## config.mk

```make
export PLATFORM = sky130hd
export DESIGN_NAME = ysyx_24100005_mem_arbiter
export DESIGN_NICKNAME = d
export VERILOG_FILES = /design/src/rtl/ysyx_24100005_mem_pkg.sv /design/src/rtl/ysyx_24100005_mem_arbiter.sv
export SDC_FILE = /design/constraint.sdc
export NUM_CORES = 1
export LEC_CHECK = 0
export ABC_CLOCK_PERIOD_IN_PS = 3650
export BUFFER_PORTS_ARGS = -buffer_cell sky130_fd_sc_hd__buf_2
export CAP_MARGIN = 10
export CORE_AREA = 2 2 110 112
export DETAILED_ROUTE_END_ITERATION = 8
export DIE_AREA = 0 0 112 114
export PLACE_DENSITY = 0.68
export SLEW_MARGIN = 20
export SYNTH_ARGS = -nofsm -noshare
export SYNTH_HDL_FRONTEND = slang
export SYNTH_SLANG_ARGS = --single-unit
export TNS_END_PERCENT = 30
```

## constraint.sdc

```tcl
create_clock -name clk -period 3.65 [get_ports clk]
set_clock_uncertainty 0.05 [all_clocks]
set_input_delay 0.365 -clock clk [delete_from_list [all_inputs] [get_ports clk]]
set_output_delay 0.365 -clock clk [all_outputs]
set_load 0.02 [all_outputs]
```

## src/rtl/ysyx_24100005_mem_pkg.sv

```systemverilog
// Shared encodings for the IFU/LSU memory-port arbiter.
package ysyx_24100005_mem_pkg;

   typedef enum logic [1:0] {
      IDLE = 2'd0,
      REQ  = 2'd1,
      WAIT = 2'd2
   } state_e;

   typedef enum logic {
      OWN_IFU = 1'b0,
      OWN_LSU = 1'b1
   } owner_e;

endpackage

```

## src/rtl/ysyx_24100005_mem_arbiter.sv

```systemverilog
// Shares the single memory port between IFU and LSU: fixed LSU priority with a
// starvation guard, one outstanding transaction, response routed to the owner.
module ysyx_24100005_mem_arbiter
   import ysyx_24100005_mem_pkg::*;
#(
   parameter int ADDR_W     = 32,
   parameter int DATA_W     = 32,
   parameter int STARVE_MAX = 4
) (
   input  logic                clk,
   input  logic                rst,

   input  logic                ifu_req_valid,
   output logic                ifu_req_ready,
   input  logic [ADDR_W-1:0]   ifu_addr,
   output logic                ifu_rsp_valid,
   input  logic                ifu_rsp_ready,
   output logic [DATA_W-1:0]   ifu_rdata,

   input  logic                lsu_req_valid,
   output logic                lsu_req_ready,
   input  logic [ADDR_W-1:0]   lsu_addr,
   input  logic                lsu_wen,
   input  logic [DATA_W-1:0]   lsu_wdata,
   input  logic [DATA_W/8-1:0] lsu_wmask,
   output logic                lsu_rsp_valid,
   input  logic                lsu_rsp_ready,
   output logic [DATA_W-1:0]   lsu_rdata,

   output logic                mem_req_valid,
   input  logic                mem_req_ready,
   output logic [ADDR_W-1:0]   mem_addr,
   output logic                mem_wen,
   output logic [DATA_W-1:0]   mem_wdata,
   output logic [DATA_W/8-1:0] mem_wmask,
   input  logic                mem_rsp_valid,
   output logic                mem_rsp_ready,
   input  logic [DATA_W-1:0]   mem_rdata,

   output logic                busy,
   output logic                err
);

   localparam int MASK_W   = DATA_W / 8;
   localparam int STARVE_W = $clog2(STARVE_MAX + 1);
   localparam logic [STARVE_W-1:0] STARVE_LIM = STARVE_W'(STARVE_MAX);

   state_e              state_q,  state_d;
   owner_e              owner_q,  owner_d;
   logic [ADDR_W-1:0]   addr_q,   addr_d;
   logic                wen_q,    wen_d;
   logic [DATA_W-1:0]   wdata_q,  wdata_d;
   logic [MASK_W-1:0]   wmask_q,  wmask_d;
   logic [STARVE_W-1:0] starve_q, starve_d;
   logic                err_q,    err_d;

   logic grant_lsu;
   logic grant_ifu;
   logic owner_rsp_ready;

   always_ff @(posedge clk or negedge rst) begin
      if (!rst) begin
         state_q  <= IDLE;
         owner_q  <= OWN_IFU;
         addr_q   <= '0;
         wen_q    <= 1'b0;
         wdata_q  <= '0;
         wmask_q  <= '0;
         starve_q <= '0;
         err_q    <= 1'b0;
      end else begin
         state_q  <= state_d;
         owner_q  <= owner_d;
         addr_q   <= addr_d;
         wen_q    <= wen_d;
         wdata_q  <= wdata_d;
         wmask_q  <= wmask_d;
         starve_q <= starve_d;
         err_q    <= err_d;
      end
   end

   assign mem_addr        = addr_q;
   assign mem_wen         = wen_q;
   assign mem_wdata       = wdata_q;
   assign mem_wmask       = wmask_q;
   assign busy            = (state_q != IDLE);
   assign err             = err_q;
   assign owner_rsp_ready = (owner_q == OWN_LSU) ? lsu_rsp_ready : ifu_rsp_ready;

   always_comb begin
      state_d       = state_q;
      owner_d       = owner_q;
      addr_d        = addr_q;
      wen_d         = wen_q;
      wdata_d       = wdata_q;
      wmask_d       = wmask_q;
      starve_d      = starve_q;
      err_d         = err_q;
      grant_lsu     = 1'b0;
      grant_ifu     = 1'b0;
      ifu_req_ready = 1'b0;
      lsu_req_ready = 1'b0;
      mem_req_valid = 1'b0;
      mem_rsp_ready = 1'b0;
      ifu_rsp_valid = 1'b0;
      lsu_rsp_valid = 1'b0;
      ifu_rdata     = '0;
      lsu_rdata     = '0;

      case (state_q)
         IDLE: begin
            // LSU wins unless the IFU has been passed over STARVE_MAX times in a row.
            grant_lsu     = lsu_req_valid && !(ifu_req_valid && (starve_q == STARVE_LIM));
            grant_ifu     = ifu_req_valid && !grant_lsu;
            lsu_req_ready = grant_lsu;
            ifu_req_ready = grant_ifu;
            if (mem_rsp_valid) begin
               err_d = 1'b1;
            end
            if (grant_lsu) begin
               owner_d = OWN_LSU;
               addr_d  = lsu_addr;
               wen_d   = lsu_wen;
               wdata_d = lsu_wdata;
               wmask_d = lsu_wmask;
               state_d = REQ;
               if (ifu_req_valid && (starve_q != STARVE_LIM)) begin
                  starve_d = starve_q + STARVE_W'(1);
               end
            end else if (grant_ifu) begin
               owner_d  = OWN_IFU;
               addr_d   = ifu_addr;
               wen_d    = 1'b0;
               wdata_d  = '0;
               wmask_d  = '0;
               starve_d = '0;
               state_d  = REQ;
            end
         end
         REQ: begin
            mem_req_valid = 1'b1;
            if (mem_rsp_valid) begin
               err_d = 1'b1;
            end
            if (mem_req_ready) begin
               state_d = WAIT;
            end
         end
         WAIT: begin
            mem_rsp_ready = owner_rsp_ready;
            if (owner_q == OWN_LSU) begin
               lsu_rsp_valid = mem_rsp_valid;
               lsu_rdata     = mem_rdata;
            end else begin
               ifu_rsp_valid = mem_rsp_valid;
               ifu_rdata     = mem_rdata;
            end
            if (mem_rsp_valid && owner_rsp_ready) begin
               state_d = IDLE;
            end
         end
         default: begin
            state_d = IDLE;
         end
      endcase
   end

endmodule

```

==> metrics.cfg <==
[logic_synthesis]
synth.avg_cell_area_sq_um=9.81
ys_seq_elements=76
netlist_area_sq_um=4050
synthCells=413
syn_nets=556
yosysSeqAreaShare=0.469
synth_area_leaders=dfrtp_1 47%, and2_1 11%, nand3_1 6.8%
synth_warnings=0
synth_cell_types=32
synth_top_area_frac=0.469
synth_top_area_cell=dfrtp_1

[timing]
period_needed_ns=2.61
finalHoldViolCount=0
slew_violations=0
worstMarginPinSlew_ns=0.928
worst_slack_ns=1.04
hold_slack_ns=0.179
setup_viol=0
fin_crit_sh=0.714
fmax_ghz=0.384
rsz0062_at_grt=no
relSlewSlack=0.381
tns_ns=0

[placed_design]
hpwlAfterDp_um=11400
dp_cells=803
placed_cell_area_sq_um=5460
place_ws_ns=1.35
portBuffers=281
gp_congestion=0.890

[pwr]
pwr-share-seq=0.302
p_int_mw=2.60
p_total_mw=4.82
p_leak_nw=3.12
power_frac_comb=0.521
clkPwrFrac=0.177
power_density_nw_per_um2=834
switchingPower_mw=2.22
vdd_ir_drop_max_uv=361
sw_frac_of_total=0.460

[worst_setup_path]
crit_start=state_q[0]
critPathKind=reg -> out
cp-start-kind=flop
crit_path_end=ifu_rdata[13]
rrSetupSlack_ns=1.37
critical_path.max_fanout=33
required_ns=3.23
worstRegToRegCells=3
r2r-end=mem_wdata[2]
crit_arrival_ns=2.19
reg2reg_from=state_q[0]
end_kind=output port

[die]
io_pins=282
rows=40
core_area_sq_um=11700
initial_core_util=0.346
die_x_um=112
die-area_sq_um=12800
die_h_um=114

[detailed_routing]
wl_um=15200
drt-pass1-iter-count=4
detail-route-antenna-nets=0
drtIter0Drc=454
post_drt_via_cell_ratio=5.16
vias=4244
routedWlPerCell_um=18.5
drc_errors=0

[clock_tree]
clockBufferDepth=2
htreeDepth=3
cts_tree=built
cts_root_buf=clkbuf_16
clock_sinks=76
ctsResizeCount=0
clk_pin_slew_ns=0.06
insertion_delay_ns=0.33
numCtsBuffers=9

[global_routing]
grt.busiest_layer=met2
grt_first_pass_wirelength_um=22900
grt.total_usage=0.231
grt-ovfl-total=0
grt.met2_usage=0.423
gr-usage-met1=0.266
grt_pass1_vias=4274
grt_max_degree=77
antenna_found_initial=2
gr-usage-met3=0.0654

[flow_run]
cap_violations=0

[layout]
synthToLayoutAreaGrowth_pct=42.8
ff_latch_area_sq_um=1900
drive_above_1_share=0.476
fin_util=0.494
multi_input_area_sq_um=1770
fin_cells=823
num-nets-final=812
stdcell_area_sq_um=5790
fillers=1140

[min_path]
min_path_type=in -> reg

[run_status]
status=completed

-- routing by layer --
metal / vias up / wire (um)
li1: 1990 / -
met1: 2029 / 5880
met2: 208 / 7820
met3: 17 / 1250
met4: 0 / 269
met5: - / 0
-- layout make-up --
type,instances,share of cell area
multi-input combinational,254,0.305
clock buffer,9,0.0389
timing repair buffer,289,0.259
tap,147,0.0318
inverter,39,0.0253
sequential,76,0.329
antenna,2,0.000865
clock inverter,7,0.0108
-- power by group through the flow --
stage / Combinational (mW) / Sequential (mW) / Clock, mW
after floorplan: 1.31 / 1.88 / 0
after global placement: 2.48 / 1.45 / 0
after detailed placement: 2.53 / 1.47 / 0
after CTS: 2.54 / 1.46 / 0.880
after global routing: 2.72 / 1.50 / 0.917
final: 2.51 / 1.46 / 0.853
-- cell usage after synthesis (all sizes together) --
master,number
a21o,2
o221ai,32
nor3b,1
buf,29
ha,2
dfrtp,76
a22o,15
nand2,7
nand3,56
o2bb2ai,22
and3,1
or2,1
o21ai,3
o311ai,1
nor2,5
mux2i,1
nand4,33
or3b,1
nand2b,1
clkbuf,15
nor2b,1
o22ai,1
and2,68
inv,39
-- flip-flops by register name, indices dropped and copies added (netlist names) --
| signal | cells |
|---|---|
| starve_q | 3 |
| owner_q | 1 |
| mem_addr | 32 |
| state_q | 2 |
| err | 1 |
| mem_wmask | 4 |
| mem_wdata | 32 |
| mem_wen | 1 |
-- cell families (layout without fill, tap and decap cells) --
group / count (synthesis) / in the layout / share of synthesized area
and+or+nand+nor: 175 / 175 / 0.251
buffers and inverters: 83 / 344 / 0.0948
AOI/OAI and AO/OA: 76 / 76 / 0.176
DFF: 76 / 76 / 0.469
adders and majority gates: 2 / 2 / 0.00618
muxes: 1 / 1 / 0.00247
other: 0 / 2 / 0
-- critical path, cell delays in order (launching register included) --
cell and delay [ns]:
dfrtp_1 0.44, nand2b_1 0.24, nor2_2 0.73, and2_1 0.27
buf_2 0.18
-- worst min-delay path by stage --
stage	startpoint	end	slack [ns]	depth (start not counted)
after floorplan	rst	err	0.02	0
after detailed placement	err	err	0.40	1
final	mem_req_ready	state_q[0]	0.18	2
after global placement	err	err	0.39	1
after global routing	lsu_wdata[6]	mem_wdata[6]	0.19	2
after CTS	mem_req_ready	state_q[0]	0.16	2
-- placed cells by master (no fill, tap or decap), drive strengths merged --
cell type / Yosys / layout
buf: 29 / 288
dfrtp: 76 / 76
and2: 68 / 68
nand3: 56 / 56
inv: 39 / 44
nand4: 33 / 33
o221ai: 32 / 32
o2bb2ai: 22 / 22
a22o: 15 / 15
clkbuf: 15 / 9
nand2: 7 / 7
nor2: 5 / 5
o21ai: 3 / 3
diode: 0 / 2
a21o: 2 / 2
ha: 2 / 2
nand2b: 1 / 1
mux2i: 1 / 1
and3: 1 / 1
or3b: 1 / 1
or2: 1 / 1
nor3b: 1 / 1
o22ai: 1 / 1
nor2b: 1 / 1
o311ai: 1 / 1
clkinvlp: 0 / 1
clkinv: 0 / 1
dlygate4sd3: 0 / 1
-- timing repair --
action | CTS | global route
hold endpoints to repair | 0 | 31
hold buffers | 0 | 1
setup buffers | 0 | 0
No activity file was read; power rests on OpenSTA's default activity.
